`config.mk`:
```
export PLATFORM = sky130hd
export DESIGN_NAME = uart_rx
export DESIGN_NICKNAME = d
export VERILOG_FILES = /design/src/rtl/uart_rx_pkg.sv /design/src/rtl/rx_fifo.sv /design/src/rtl/uart_rx.sv
export SDC_FILE = /design/constraint.sdc
export NUM_CORES = 1
export LEC_CHECK = 0
export CAP_MARGIN = 5
export CORE_MARGIN = 2
export CORE_UTILIZATION = 30
export CTS_BUF_LIST = sky130_fd_sc_hd__clkbuf_8
export DETAILED_ROUTE_END_ITERATION = 7
export GPL_TIMING_DRIVEN = 0
export PLACE_DENSITY = 0.53
export RECOVER_POWER = 50
export SYNTH_ARGS = -nofsm -noshare
export SYNTH_HDL_FRONTEND = slang
export SYNTH_SLANG_ARGS = --single-unit
export TNS_END_PERCENT = 5
```
`constraint.sdc`:
```
create_clock -name clk -period 6.4 [get_ports clk]
set_input_delay 0.96 -clock clk [delete_from_list [all_inputs] [get_ports clk]]
set_output_delay 0.96 -clock clk [all_outputs]
set_load 0.02 [all_outputs]
```
`src/rtl/uart_rx_pkg.sv`:
```
// ---------------------------------------------------------------------------
// uart_rx_pkg
// Shared definitions for the memory-mapped UART receiver:
//   - address window (UART_RX_BASE / UART_RX_SIZE) and is_uart_rx_mem() decode
//   - register offsets (RX_DATA, STATUS, CTRL) and STATUS/CTRL bit indices
//   - receive FSM state type
// Optional feature macro: UART_RX_PARITY_EN (adds the PARITY state, 8E1 frames).
// ---------------------------------------------------------------------------
package uart_rx_pkg;

    localparam logic [31:0] UART_RX_BASE = 32'h0000_0300;
    localparam logic [31:0] UART_RX_SIZE = 32'h0000_0010;

    function automatic logic is_uart_rx_mem(input logic [31:0] a);
        return (a >= UART_RX_BASE) && (a < (UART_RX_BASE + UART_RX_SIZE));
    endfunction

    localparam logic [7:0] REG_RX_DATA = 8'h00;
    localparam logic [7:0] REG_STATUS  = 8'h04;
    localparam logic [7:0] REG_CTRL    = 8'h08;

    localparam int unsigned STAT_NOT_EMPTY  = 0;
    localparam int unsigned STAT_FULL       = 1;
    localparam int unsigned STAT_OVERRUN    = 2;
    localparam int unsigned STAT_FRAME_ERR  = 3;
    localparam int unsigned STAT_PARITY_ERR = 4;
    localparam int unsigned STAT_COUNT_LSB  = 8;

    localparam int unsigned CTRL_IRQ_EN = 0;
    localparam int unsigned CTRL_FLUSH  = 1;

    typedef enum logic [2:0] {
        ST_IDLE,
        ST_START,
        ST_DATA,
`ifdef UART_RX_PARITY_EN
        ST_PARITY,
`endif
        ST_STOP
    } rx_state_e;

endpackage

```
`src/rtl/rx_fifo.sv`:
```
// ---------------------------------------------------------------------------
// rx_fifo
// Synchronous FIFO holding received bytes. Pointers carry one extra wrap bit
// so full/empty/count fall out of a plain pointer difference.
// Ports:
//   clk, rst         clock, asynchronous active-low reset
//   push, push_data  write request and data (ignored when full unless popping)
//   pop              read request (ignored when empty)
//   flush            empties the FIFO; a same-cycle push/pop is discarded
//   pop_data         head entry (combinational)
//   full, empty      status
//   count            number of stored entries, 0..DEPTH
// ---------------------------------------------------------------------------
module rx_fifo #(
    parameter int unsigned WIDTH = 8,
    parameter int unsigned DEPTH = 16
) (
    input  logic                       clk,
    input  logic                       rst,
    input  logic                       push,
    input  logic [WIDTH-1:0]           push_data,
    input  logic                       pop,
    input  logic                       flush,
    output logic [WIDTH-1:0]           pop_data,
    output logic                       full,
    output logic                       empty,
    output logic [$clog2(DEPTH):0]     count
);

    localparam int unsigned AW = $clog2(DEPTH);
    localparam logic [AW:0] DEPTH_C = (AW + 1)'(DEPTH);

    logic [WIDTH-1:0] mem [DEPTH];
    logic [AW:0]      wptr;
    logic [AW:0]      rptr;
    logic             do_push;
    logic             do_pop;

    assign count    = wptr - rptr;
    assign full     = (count == DEPTH_C);
    assign empty    = (count == '0);
    assign pop_data = mem[rptr[AW-1:0]];

    // When full, a simultaneous pop frees the slot being written this cycle.
    assign do_pop  = pop && !empty && !flush;
    assign do_push = push && !flush && (!full || pop);

    always_ff @(posedge clk or negedge rst) begin
        if (!rst) begin
            wptr <= '0;
            rptr <= '0;
        end else if (flush) begin
            wptr <= '0;
            rptr <= '0;
        end else begin
            if (do_push) wptr <= wptr + (AW + 1)'(1);
            if (do_pop)  rptr <= rptr + (AW + 1)'(1);
        end
    end

    always_ff @(posedge clk) begin
        if (do_push) mem[wptr[AW-1:0]] <= push_data;
    end

endmodule

```
`src/rtl/uart_rx.sv`:
```
// ---------------------------------------------------------------------------
// uart_rx
// Memory-mapped UART receiver. Deserialises 8N1 frames (8E1 when
// UART_RX_PARITY_EN is defined) from rx into an RX FIFO drained by the CPU.
// Registers (offset from UART_RX_BASE, low address byte decoded):
//   0x00 RX_DATA (RO)  [7:0] FIFO head, 0 when empty; first read cycle pops
//   0x04 STATUS        [0] not_empty [1] full [2] overrun W1C [3] frame_err W1C
//                      [4] parity_err W1C [15:8] fill count
//   0x08 CTRL          [0] irq_en RW, [1] flush (self-clearing, reads 0)
// Ports:
//   clk, rst                    clock, asynchronous active-low reset
//   addr, write_data            bus address / write data
//   write_enable, read_enable   strobes, already qualified by address decode
//   read_data, uart_rx_valid    combinational read data and its valid flag
//   rx                          asynchronous serial input, idle high
//   rx_interrupt                registered level interrupt
// Optional feature macro: UART_RX_PARITY_EN.
// ---------------------------------------------------------------------------
module uart_rx
    import uart_rx_pkg::*;
#(
    parameter int unsigned CLK_FREQ   = 50_000_000,
    parameter int unsigned BAUD_RATE  = 115_200,
    parameter int unsigned FIFO_DEPTH = 16
) (
    input  logic        clk,
    input  logic        rst,
    input  logic [31:0] addr,
    input  logic [31:0] write_data,
    input  logic        write_enable,
    input  logic        read_enable,
    output logic [31:0] read_data,
    output logic        uart_rx_valid,
    input  logic        rx,
    output logic        rx_interrupt
);

    localparam int unsigned CLKS_PER_BIT = CLK_FREQ / BAUD_RATE;
    localparam int unsigned CW           = $clog2(CLKS_PER_BIT);
    localparam logic [CW-1:0] BIT_LAST   = CW'(CLKS_PER_BIT - 1);
    localparam logic [CW-1:0] HALF_LAST  = CW'(CLKS_PER_BIT / 2 - 1);
    localparam int unsigned CNT_W        = $clog2(FIFO_DEPTH) + 1;

    // ---------------- synchroniser and edge detect ----------------
    logic rx_meta;
    logic rx_sync;
    logic rx_prev;
    logic rx_fall;

    always_ff @(posedge clk or negedge rst) begin
        if (!rst) begin
            rx_meta <= 1'b1;
            rx_sync <= 1'b1;
            rx_prev <= 1'b1;
        end else begin
            rx_meta <= rx;
            rx_sync <= rx_meta;
            rx_prev <= rx_sync;
        end
    end

    assign rx_fall = rx_prev & ~rx_sync;

    // ---------------- receive FSM ----------------
    rx_state_e     state, state_n;
    logic [CW-1:0] baud_cnt, baud_cnt_n;
    logic [2:0]    bit_idx, bit_idx_n;
    logic [7:0]    shift, shift_n;
    logic          rx_push;
    logic          frame_set;
`ifdef UART_RX_PARITY_EN
    logic          parity_bad, parity_bad_n;
    logic          parity_set;
`endif

    always_ff @(posedge clk or negedge rst) begin
        if (!rst) begin
            state    <= ST_IDLE;
            baud_cnt <= '0;
            bit_idx  <= '0;
            shift    <= '0;
`ifdef UART_RX_PARITY_EN
            parity_bad <= 1'b0;
`endif
        end else begin
            state    <= state_n;
            baud_cnt <= baud_cnt_n;
            bit_idx  <= bit_idx_n;
            shift    <= shift_n;
`ifdef UART_RX_PARITY_EN
            parity_bad <= parity_bad_n;
`endif
        end
    end

    always_comb begin
        state_n    = state;
        baud_cnt_n = baud_cnt + CW'(1);
        bit_idx_n  = bit_idx;
        shift_n    = shift;
        rx_push    = 1'b0;
        frame_set  = 1'b0;
`ifdef UART_RX_PARITY_EN
        parity_bad_n = parity_bad;
        parity_set   = 1'b0;
`endif
        case (state)
            ST_IDLE: begin
                baud_cnt_n = '0;
                bit_idx_n  = '0;
`ifdef UART_RX_PARITY_EN
                parity_bad_n = 1'b0;
`endif
                if (rx_fall) state_n = ST_START;
            end
            ST_START: begin
                // Mid-start-bit check: a line back high here was only a glitch.
                if (baud_cnt == HALF_LAST) begin
                    baud_cnt_n = '0;
                    state_n    = rx_sync ? ST_IDLE : ST_DATA;
                end
            end
            ST_DATA: begin
                if (baud_cnt == BIT_LAST) begin
                    baud_cnt_n = '0;
                    shift_n    = {rx_sync, shift[7:1]};
                    bit_idx_n  = bit_idx + 3'd1;
                    if (bit_idx == 3'd7) begin
`ifdef UART_RX_PARITY_EN
                        state_n = ST_PARITY;
`else
                        state_n = ST_STOP;
`endif
                    end
                end
            end
`ifdef UART_RX_PARITY_EN
            ST_PARITY: begin
                if (baud_cnt == BIT_LAST) begin
                    baud_cnt_n   = '0;
                    parity_bad_n = rx_sync ^ (^shift);
                    state_n      = ST_STOP;
                end
            end
`endif
            ST_STOP: begin
                if (baud_cnt == BIT_LAST) begin
                    baud_cnt_n = '0;
                    state_n    = ST_IDLE;
                    if (!rx_sync) begin
                        frame_set = 1'b1;
`ifdef UART_RX_PARITY_EN
                    end else if (parity_bad) begin
                        parity_set = 1'b1;
`endif
                    end else begin
                        rx_push = 1'b1;
                    end
                end
            end
            default: state_n = ST_IDLE;
        endcase
    end

    // ---------------- FIFO ----------------
    logic [7:0]       head;
    logic             fifo_full;
    logic             fifo_empty;
    logic [CNT_W-1:0] fifo_count;
    logic             pop;
    logic             flush;

    rx_fifo #(
        .WIDTH (8),
        .DEPTH (FIFO_DEPTH)
    ) u_fifo (
        .clk       (clk),
        .rst       (rst),
        .push      (rx_push),
        .push_data (shift),
        .pop       (pop),
        .flush     (flush),
        .pop_data  (head),
        .full      (fifo_full),
        .empty     (fifo_empty),
        .count     (fifo_count)
    );

    // ---------------- register file ----------------
    logic [7:0] offs;
    logic       data_rd;
    logic       rd_prev;
    logic       status_wr;
    logic       ctrl_wr;
    logic       irq_en;
    logic       overrun;
    logic       frame_err;
    logic       parity_err;
    logic       overrun_set;
    logic       unused_bits;

    assign offs        = addr[7:0];
    assign data_rd     = read_enable && (offs == REG_RX_DATA);
    assign status_wr   = write_enable && (offs == REG_STATUS);
    assign ctrl_wr     = write_enable && (offs == REG_CTRL);
    assign flush       = ctrl_wr && write_data[CTRL_FLUSH];
    // Only the first cycle of a (possibly stalled) RX_DATA strobe pops.
    assign pop         = data_rd && !rd_prev && !fifo_empty;
    assign overrun_set = rx_push && fifo_full && !pop && !flush;
    assign unused_bits = ^{addr[31:8], write_data[31:4]};

    always_ff @(posedge clk or negedge rst) begin
        if (!rst) begin
            rd_prev      <= 1'b0;
            irq_en       <= 1'b0;
            overrun      <= 1'b0;
            frame_err    <= 1'b0;
            rx_interrupt <= 1'b0;
        end else begin
            rd_prev   <= data_rd;
            overrun   <= overrun_set | (overrun & ~(status_wr & write_data[STAT_OVERRUN]));
            frame_err <= frame_set | (frame_err & ~(status_wr & write_data[STAT_FRAME_ERR]));
            if (ctrl_wr) irq_en <= write_data[CTRL_IRQ_EN];
            rx_interrupt <= irq_en & (!fifo_empty | overrun | frame_err | parity_err);
        end
    end

`ifdef UART_RX_PARITY_EN
    always_ff @(posedge clk or negedge rst) begin
        if (!rst) begin
            parity_err <= 1'b0;
        end else begin
            parity_err <= parity_set | (parity_err & ~(status_wr & write_data[STAT_PARITY_ERR]));
        end
    end
`else
    assign parity_err = 1'b0;
`endif

    always_comb begin
        read_data = '0;
        if (read_enable) begin
            case (offs)
                REG_RX_DATA: begin
                    if (!fifo_empty) read_data[7:0] = head;
                end
                REG_STATUS: begin
                    read_data[STAT_NOT_EMPTY]               = !fifo_empty;
                    read_data[STAT_FULL]                    = fifo_full;
                    read_data[STAT_OVERRUN]                 = overrun;
                    read_data[STAT_FRAME_ERR]               = frame_err;
                    read_data[STAT_PARITY_ERR]              = parity_err;
                    read_data[STAT_COUNT_LSB +: 8]          = 8'(fifo_count);
                end
                REG_CTRL: begin
                    read_data[CTRL_IRQ_EN] = irq_en;
                end
                default: read_data = '0;
            endcase
        end
    end

    assign uart_rx_valid = read_enable;

endmodule

```
==> flow_summary.toml <==
[run_status]
run_status = "finished with violations"
failed_checks = "capacitance limit, slew limit"

[clock_tree]
tritoncts = "built"
post_cts_resized = 0
clk_pin_slew_ps = 90
worstSkewPairLatency_ps = 450
tritoncts.num_buffers = 17
cts_hold_buffers = 0
tritoncts_num_sinks = 168
h-tree-depth = 4
cts_setup_buffers = 0
deepest_clock_path_buffer_count = 2
cts_root_buf = "sky130_fd_sc_hd__clkbuf_8"

[pwr]
clkPwrFrac_pct = 35.4
power.density_nw_per_um2 = 241.8
seq_power_share_pct = 57.3
p_leak_nw = 3.360
power.ir.vdd_worst_uv = 129.0
power.net_switching_mw = 0.4929
p_int_mw = 1.583
combPwrFrac_pct = 7.3
power.share.switching_pct = 23.74

[drt]
met2WireLength_um = 7508
detail_route.wirelength_um = 15120
drtIter0Drc = 332
drt-vias-per-instance = 4.591
met1Wirelength_um = 6709
count_of_vias_placed_by_the_detailed_router = 3994
antenna_violation_net_count_after_detailed_routing = 0
routed.top_layer = "met4"
drc_errors = 0
met3WireLength_um = 654
dr.pass1.iters = 4
routedWlPerCell_um = 17.38

[worst_setup_path]
timing.critical_path.slowest_cell_delay_ps = 610
critPathCaptureType = "primary output"
critical_path_peak_fanout = 10
worstSetupPathType = "flop to primary output"
cp_data_arrival_time_ps = 4270
critical_path.startpoint_type = "flop"
critical_path.cell_chain = "clkbuf_1 > inv_1 > ha_1 > nand2b_1 > a21oi_1 > xnor2_1 > a21oi_1 > or3_2 > nor2b_1 > clkdlybuf4s50_1"
required_ps = 5440
cp_num_buf_inv = 3
worst_path_dominant_cell_family = "buffers and inverters"
crit_path_top_delay_cell = "sky130_fd_sc_hd__clkdlybuf4s50_1"
critical_path.most_common_cell = "sky130_fd_sc_hd__a21oi_1"

[yosys]
synth_seq_area_share_pct = 65.33
post_synth_inst_count = 464
syn_avg_cell_area_um2 = 15.99
synth.area.top_cells = "sky130_fd_sc_hd__edfxtp_1, sky130_fd_sc_hd__dfrtp_1, sky130_fd_sc_hd__mux4_2"
synth.lib_cells_used.distinct = 49
synthDominantAreaCellType = "sky130_fd_sc_hd__edfxtp_1"
synth-warning-count = 0
ys_dominant_reg_cell = "sky130_fd_sc_hd__edfxtp_1"
postSynthRegisterBits = 168
synth_edf_count = 128
mappedNetlistArea_um2 = 7421
netlist.area_leader.share_pct = 51.80
async_set_or_reset_flop_fraction_in_the_synthesized_netlist_pct = 23.81

[timing]
grt_setup_unrepaired = "false"
transition_time_at_the_pin_with_the_least_slew_margin_ps = 2088
setup_total_negative_slack_ps = 0
hold_viol_final = 0
finalCritPeriodShare_pct = 81.73
finalMaxSlewViolations = 38
timing.slew.headroom_pct = -39.21
highest_clock_frequency_the_design_can_meet_mhz = 191.2
finalHoldWorstSlack_ps = 319.5
setup_skew_ps = 11.54
period_minus_slack_ps = 5231
setup_violations = 0

[grt]
grt_pass1_vias = 4116
global_route.overflow_total = 0
number_of_antenna_violations_at_the_first_check_in_global_routing = 0
grtUsageTotal_pct = 12.22
largest_net_degree_at_the_start_of_global_routing = 38
first_pass_grt_wire_length_um = 23690

[die]
die-height_um = 161.3
initial_core_util_pct = 30.51
fp.dieArea_um2 = 26010
design.core.area_um2 = 24320
boundaryPins = 103
dieWidth_um = 161.3
fp-row-count = 57

[layout]
share_of_cells_above_drive_strength_1_pct = 23.26
final_layout_net_count = 617
layout-area-overhead-vs-synth_pct = 15.71
n_diodes = 0

[placement]
last_weighted_congestion_value_of_the_routability_driven_placer = 0.7688
port_buffers = 31
detailedPlacementHpwl_um = 10420

[min_path]
worst_hold_path_type = "input pin to asynchronous set/reset pin"

[flow_run]
max_cap_violations = 1
worst register-to-register path, stage by stage, from the launching register on:
cell                       delay, ps
sky130_fd_sc_hd__dfrtp_1         420
sky130_fd_sc_hd__clkbuf_1        330
sky130_fd_sc_hd__clkbuf_1        620
sky130_fd_sc_hd__inv_1           170
sky130_fd_sc_hd__ha_1            240
sky130_fd_sc_hd__a21oi_1         240
sky130_fd_sc_hd__a221o_1         210
sky130_fd_sc_hd__nand2_1         180
sky130_fd_sc_hd__a31oi_4         280
sky130_fd_sc_hd__buf_6           190
sky130_fd_sc_hd__nand3_2         150
sky130_fd_sc_hd__nor2_1          800
power groups by stage:
stage | combinational (mW) | clock, mW | sequential (mW)
3_5_place_dp | 0.157 | 0 | 1.22
6_report | 0.151 | 0.734 | 1.19
2_1_floorplan | 0.111 | 0 | 1.21
5_1_grt | 0.171 | 0.805 | 1.19
4_1_cts | 0.157 | 0.756 | 1.19
3_3_place_gp | 0.150 | 0 | 1.21
registers in the layout, summed over array words and instances (netlist names):
name and flops:
overrun 1, rx_interrupt 1, frame_err 1, u_fifo.rptr 5
rx_sync 1, shift 8, irq_en 1, rx_prev 1
bit_idx 3, u_fifo.mem 128, rd_prev 1, rx_meta 1
u_fifo.wptr 5, state 2, baud_cnt 9
routing by layer:
metal	up-vias	track usage, %
met5	-	0
li1	1861	-
met3	17	2.876
met1	2024	15.82
met4	0	3.815
met2	92	20.46
cells in the mapped netlist (3+ instances only):
cell	instances
sky130_fd_sc_hd__a21bo_2	3
sky130_fd_sc_hd__buf_4	20
sky130_fd_sc_hd__nand2b_1	4
sky130_fd_sc_hd__a22o_1	4
sky130_fd_sc_hd__buf_6	3
sky130_fd_sc_hd__nand3b_1	3
sky130_fd_sc_hd__mux2_2	13
sky130_fd_sc_hd__mux4_2	37
sky130_fd_sc_hd__nand4_1	5
sky130_fd_sc_hd__nor2_1	40
sky130_fd_sc_hd__edfxtp_1	128
sky130_fd_sc_hd__xor2_1	6
sky130_fd_sc_hd__nor3_1	3
sky130_fd_sc_hd__a21oi_1	13
sky130_fd_sc_hd__dfrtp_1	37
sky130_fd_sc_hd__inv_1	16
sky130_fd_sc_hd__nor2b_1	6
sky130_fd_sc_hd__o21ai_0	4
sky130_fd_sc_hd__nand2_1	19
sky130_fd_sc_hd__clkbuf_1	12
sky130_fd_sc_hd__nand3_2	4
sky130_fd_sc_hd__nand3_1	14
sky130_fd_sc_hd__and3_1	6
sky130_fd_sc_hd__nor3_2	4
sky130_fd_sc_hd__dfstp_2	3
sky130_fd_sc_hd__nand4b_1	3
sky130_fd_sc_hd__xnor2_1	10
sky130_fd_sc_hd__ha_1	14
sky130_fd_sc_hd__mux2i_1	3
final timing paths:
path | from | endpoint | slack (ps) | cells after the start
setup / recovery | u_fifo.rptr[2]$_DFFE_PN0P_ | read_data[7] | 1170 | 10
hold / removal | rst | baud_cnt[5]$_DFF_PN0_ | 320 | 1
setup reg to reg | u_fifo.rptr[1]$_DFFE_PN0P_ | u_fifo.mem[8][2]$_DFFE_PP_ | 2180 | 11
hold reg to reg | rx_meta$_DFF_PN1_ | rx_sync$_DFF_PN1_ | 370 | 0
max in group asynchronous | rst | shift[7]$_DFFE_PN0P_ | 3850 | 2
min in group clk | rx_meta$_DFF_PN1_ | rx_sync$_DFF_PN1_ | 370 | 0
area by class of cell:
class	instances	area, um^2
inverters	16	60.06
repair buffers	32	307.8
well taps	324	405.4
flip-flops and latches	168	4848
clock inverters	15	151.4
multi-input cells	259	2332
fillers	2332	15730
clock buffers	17	234.0
plain buffers	39	247.7
layout by cell type (no fill, tap or decap), types with 5 or more instances in the layout:
master / instances
sky130_fd_sc_hd__edfxtp_1: 128
sky130_fd_sc_hd__nor2_1: 40
sky130_fd_sc_hd__mux4_2: 37
sky130_fd_sc_hd__dfrtp_1: 37
sky130_fd_sc_hd__clkdlybuf4s50_1: 29
sky130_fd_sc_hd__buf_4: 20
sky130_fd_sc_hd__nand2_1: 19
sky130_fd_sc_hd__conb_1: 19
sky130_fd_sc_hd__clkbuf_8: 17
sky130_fd_sc_hd__inv_1: 16
sky130_fd_sc_hd__clkbuf_1: 14
sky130_fd_sc_hd__nand3_1: 14
sky130_fd_sc_hd__ha_1: 14
sky130_fd_sc_hd__a21oi_1: 13
sky130_fd_sc_hd__mux2_2: 13
sky130_fd_sc_hd__xnor2_1: 10
sky130_fd_sc_hd__nor2b_1: 6
sky130_fd_sc_hd__and3_1: 6
sky130_fd_sc_hd__xor2_1: 6
sky130_fd_sc_hd__nand4_1: 5
kinds of logic after synthesis:
logic type | share of synthesized area, %
xor+xnor | 1.888
fa+ha+maj | 2.630
flops | 65.33
buf+inv | 4.147
mux | 13.61
compound gates | 3.827
other cells | 0.05053
simple gates | 8.515
stage by stage:
step	total power, mW	std cells	utilization (%)	worst slack [ps]	area (um^2)
after detailed placement	1.372	838	33.80	1547	8219
after global placement	1.364	837	33.73	1553	8204
final	2.076	870	35.31	1169	8587
after CTS	2.104	870	35.38	1028	8605
after floorplan	1.322	482	-	2527	7488
after global routing	2.170	870	35.31	791.1	8587
Power figures use the tool's default switching activity.
==> RTL change 1: new RTL, config.mk and constraints unchanged <==
The parameter `CLK_FREQ` goes from 50_000_000 to 100_000_000.
--- a/src/rtl/uart_rx.sv
+++ b/src/rtl/uart_rx.sv
@@ -21,3 +21,3 @@
 #(
-    parameter int unsigned CLK_FREQ   = 50_000_000,
+    parameter int unsigned CLK_FREQ   = 100_000_000,
     parameter int unsigned BAUD_RATE  = 115_200,
Function: same outputs for any inputs over 10 cycles, from zero or initial values and one cycle with rst low; that may be too few to reach the edited logic, so the function may still have changed.
==> RTL change 1 against the original RTL <==
- the flow still finishes with violations (max-capacitance violations, max-slew violations)
- clock power decreased by 6.5%
- design area fell by 0.55%
- first-iteration DRC count down 14%
- utilization shrank 0.092 points
- critical path depth is the same
- total power down 0.76%
- area after synthesis down 0.30%
- routed wire length is 1.3% higher
- worst setup slack lost 0.21 ns
- sequential cell count grew 1
- critical path type unchanged
==> RTL change 1: results (changes against the original RTL) <==
status: "complete, but fails checks"  # unchanged
violations: "max-capacitance violations, max-slew violations"  # unchanged
p_sw_mw: 0.522  # was 0.493 mW
drt_iter0_markers: 287  # was 332
synth-compound-area-share_pct: 2.52  # was 3.83%
regToRegSetupSlack_ns: 2.24  # was 2.18 ns
critPathLaunch: "u_fifo.rptr[1]$_DFFE_PN0P_"  # was u_fifo.rptr[2]$_DFFE_PN0P_
dpl_cell_area_um2: 8210  # was 8220 µm²
drv_cap: 1  # unchanged
pre_cts_slack_ns: 1.40  # was 1.55 ns
wl_um: 15300  # was 15,100 µm
synth_fa_ha_area_share_pct: 2.47  # was 2.63%
synth-xor-area-share_pct: 2.25  # was 1.89%
dp_hpwl_um: 10600  # was 10,400 µm
hold_slack_ns: 0.366  # was 0.319 ns
hold_path.class: "flip-flop to flip-flop"  # was input port to async pin
fin_nets: 614  # was 617
synth_common_cells: "edfxtp_1, nor2_1, mux4_2"  # was edfxtp_1, nor2_1, dfrtp_1, mux4_2, buf_4
slew_viol_final: 34  # was 38
power_leakage_nw: 3.29  # was 3.36 nW
ys_async_sr_fraction_pct: 24.3  # was 23.8%
synthMuxAreaShare_pct: 14.0  # was 13.6%
worst_pin_slew_ns: 1.84  # was 2.09 ns
slowest_delay_ns: 0.59  # was 0.61 ns
slowest_stage: "buf_1"  # was clkdlybuf4s50_1
synth.distinct_cells: 54  # was 49
grtUsageTotal_pct: 12.4  # was 12.2%
RTL change 1: worst max path at each step:
stage / to / cells after the start
2_1_floorplan: read_data[2] / 5
3_3_place_gp: read_data[2] / 10
3_5_place_dp: read_data[3] / 10
4_1_cts: read_data[3] / 10
5_1_grt: read_data[3] / 10
6_report: read_data[3] / 10
RTL change 1: cell families (layout without fill, tap and decap cells):
logic type                 Yosys count  count (layout)
DFF                                169             169
other                                1              19
adders and majority gates           14              14
xor gates and xnor gates            19              19
and+or+nand+nor                    126             126
AOI/OAI and AO/OA                   30              30
buffers and inverters               52             115
muxes                               52              52
RTL change 1: per-stage QoR:
step	instances	power, mW
6_report	868	2.06
2_1_floorplan	481	1.35
4_1_cts	868	2.09
3_5_place_dp	836	1.40
3_3_place_gp	835	1.39
5_1_grt	868	2.15
RTL change 1: cell type report:
type	instances	area, µm²	share of cell area (%)
buffer	36	221	2.59
clock buffer	17	234	2.74
clock inverter	15	116	1.36
inverter	16	60.1	0.703
multi-input combinational	260	2330	27.3
sequential	169	4870	57.1
tap	324	405	4.75
timing repair buffer	31	298	3.49
RTL change 1: power groups by stage:
stage,sequential (mW),combinational [mW],clock (mW)
2_1_floorplan,1.24,0.113,0
3_3_place_gp,1.24,0.149,0
3_5_place_dp,1.25,0.155,0
4_1_cts,1.22,0.156,0.708
5_1_grt,1.23,0.172,0.750
6_report,1.22,0.151,0.686
RTL change 1: worst max-delay path: cells and delay by family, from the launching register on:
kind	cells	cell delay, ns
AOI/OAI and AO/OA	3	0.95
adders and majority gates	1	0.33
buffers and inverters	3	1.36
DFF	1	0.50
and+or+nand+nor	3	0.88
RTL change 1: metal layers:
layer / global-route usage, % / routed length [µm] / vias up / part of all wire, %
li1: - / - / 1852 / -
met1: 15.4 / 6430 / 2066 / 42
met2: 21.3 / 7860 / 93 / 51
met3: 2.72 / 712 / 22 / 4.6
met4: 4.79 / 312 / 0 / 2.0
met5: 0 / 0 / - / 0
==> RTL change 2: new RTL, config.mk and constraints unchanged <==
Without the edit above. Encoding of `rx_state_e`: now one-hot (4 bits for 4 states).
--- a/src/rtl/uart_rx_pkg.sv
+++ b/src/rtl/uart_rx_pkg.sv
@@ -31,6 +31,6 @@
 
-    typedef enum logic [2:0] {
-        ST_IDLE,
-        ST_START,
-        ST_DATA,
+    typedef enum logic [3:0] {
+        ST_IDLE  = 4'b0001,
+        ST_START = 4'b0010,
+        ST_DATA  = 4'b0100,
 `ifdef UART_RX_PARITY_EN
@@ -38,3 +38,3 @@
 `endif
-        ST_STOP
+        ST_STOP  = 4'b1000
     } rx_state_e;
Check against the original RTL: same outputs for any inputs over 10 cycles, from zero or initial values and one cycle with rst low; not proved beyond that.
==> RTL change 2 against the original RTL <==
- the run still ends with max-capacitance violations, max-slew violations left
- utilization is 0.31 points lower
- total power is 3.3% higher
- sequential cell count is 2 higher
- routed wire length is 0.38% higher
- area after synthesis is 1.6% higher
- worst setup slack worse by 0.29 ns
- fmax is 5.2% lower
- design area is 1.4% higher
- critical endpoint is now read_data[1]
==> RTL change 2: results (changes against the original RTL) <==
drive_gt1_share_pct: 21.3  # was 23.3%
fin_nets: 646  # was 617
hold_path.class: "flip-flop to flip-flop"  # was input port to async pin
fin_skew_ns: 0.0178  # was 0.0115 ns
synth_common_cells: "edfxtp_1, nor2_1, dfrtp_1"  # was edfxtp_1, nor2_1, dfrtp_1, mux4_2, buf_4
vias_per_cell: 4.69  # was 4.59
slowest_delay_ns: 0.66  # was 0.61 ns
wl_um: 15200  # was 15,100 µm
arrival_ns: 4.56  # was 4.27 ns
synth.distinct_cells: 59  # was 49
power_leakage_nw: 3.36  # about the same
drv_cap: 1  # unchanged
synth.area.top_cells: "edfxtp_1, dfrtp_1, mux4_2, ha_1, buf_4"  # unchanged
synth_edf_count: 128  # unchanged
grt_pass1_vias: 4315  # was 4,116
drt_iter0_markers: 325  # was 332
slew_viol_final: 38  # unchanged
slowest_stage: "clkdlybuf4s50_1"  # unchanged
dp_hpwl_um: 10900  # was 10,400 µm
post-cts-setup-buffer-count: 0  # unchanged
irDropWorstVdd_mv: 0.125  # was 0.129 mV
grt_max_degree: 38  # unchanged
diodes: 0  # unchanged
crit_family: "buffers and inverters"  # unchanged
seq_area_frac_synth_pct: 65.0  # was 65.3%
violations: "max-capacitance violations, max-slew violations"  # unchanged
place_congestion: 0.766  # was 0.769
cts_resized: 0  # unchanged
portBuffers: 30  # was 31
yosys_warnings: 0  # unchanged
clock_latency_ns: 0.46
grt_pass1_wl_um: 23900  # was 23,700 µm
power_per_cell_area_nw_per_um2: 246  # was 242 nW/µm²
largest_reg_flops: 128  # unchanged
cts.htree.levels: 4  # unchanged
status: "complete, but fails checks"  # unchanged
grtUsageTotal_pct: 12.1  # was 12.2%
ys_async_sr_fraction_pct: 24.7  # was 23.8%
max-slew-margin-rel_pct: -33.2  # was -39.2%
clock_path_buffers: 2  # unchanged
n_fill_cell: 2380  # was 2,332
[RTL change 2: cell count changes in the layout (fill, tap and decap cells not counted), moves of 6 or more]
cell and change:
a21oi_1 -6, nand2_1 +17, o21ai_0 +10, buf_2 +6, nand3_1 +9
[RTL change 2: cell type report]
class / instances / area [µm²] / share of cell area (%)
well taps: 330 / 413 / 4.74
clock buffers: 17 / 234 / 2.69
plain buffers: 40 / 241 / 2.77
flip-flops and latches: 170 / 4900 / 56.2
repair buffers: 33 / 308 / 3.53
inverters: 12 / 45.0 / 0.517
clock inverters: 14 / 141 / 1.62
multi-input cells: 288 / 2430 / 27.9
[RTL change 2: stage by stage]
step	instance area [µm²]	hold WS [ns]	instances	setup WS (ns)
final	8710	0.370	904	0.880
after detailed placement	8350	0.350	873	1.31
after floorplan	7600	0.345	510	2.73
after global placement	8320	0.347	870	1.39
after global routing	8710	0.377	904	0.593
after CTS	8730	0.320	904	0.787
[RTL change 2: worst paths after layout]
check                                           start                          to  slack, ns  cells after the start
max                        u_fifo.rptr[1]$_DFFE_PN0P_                read_data[1]       0.88                     11
min                                 rx_meta$_DFF_PN1_           rx_sync$_DFF_PN1_       0.37                      0
max reg2reg                u_fifo.rptr[1]$_DFFE_PN0P_  u_fifo.mem[0][7]$_DFFE_PP_       2.13                     12
min reg2reg                         rx_meta$_DFF_PN1_           rx_sync$_DFF_PN1_       0.37                      0
max in group asynchronous                         rst        shift[2]$_DFFE_PN0P_       3.80                      2
min in group asynchronous                         rst  u_fifo.rptr[3]$_DFFE_PN0P_       0.40                      1
[RTL change 2: logic make-up after synthesis]
family	Yosys count	synth area share [%]
compound gates	40	3.54
xor+xnor	16	1.96
fa+ha+maj	15	2.59
buf+inv	52	3.80
flops	170	65.0
mux	47	12.5
other cells	1	0.0498
simple gates	151	10.5
[RTL change 2: layer usage]
metal | up-vias | track usage [%] | share of wire [%]
li1 | 1975 | - | -
met5 | - | 0 | 0
met1 | 2159 | 14.9 | 43
met2 | 85 | 20.7 | 51
met3 | 20 | 2.44 | 3.3
met4 | 0 | 5.11 | 2.7
[RTL change 2: power breakdown]
group / internal, mW / total (mW) / switching (mW)
clock network: 0.314 / 0.714 / 0.400
registers: 1.19 / 1.22 / 0.0218
logic: 0.0893 / 0.215 / 0.125
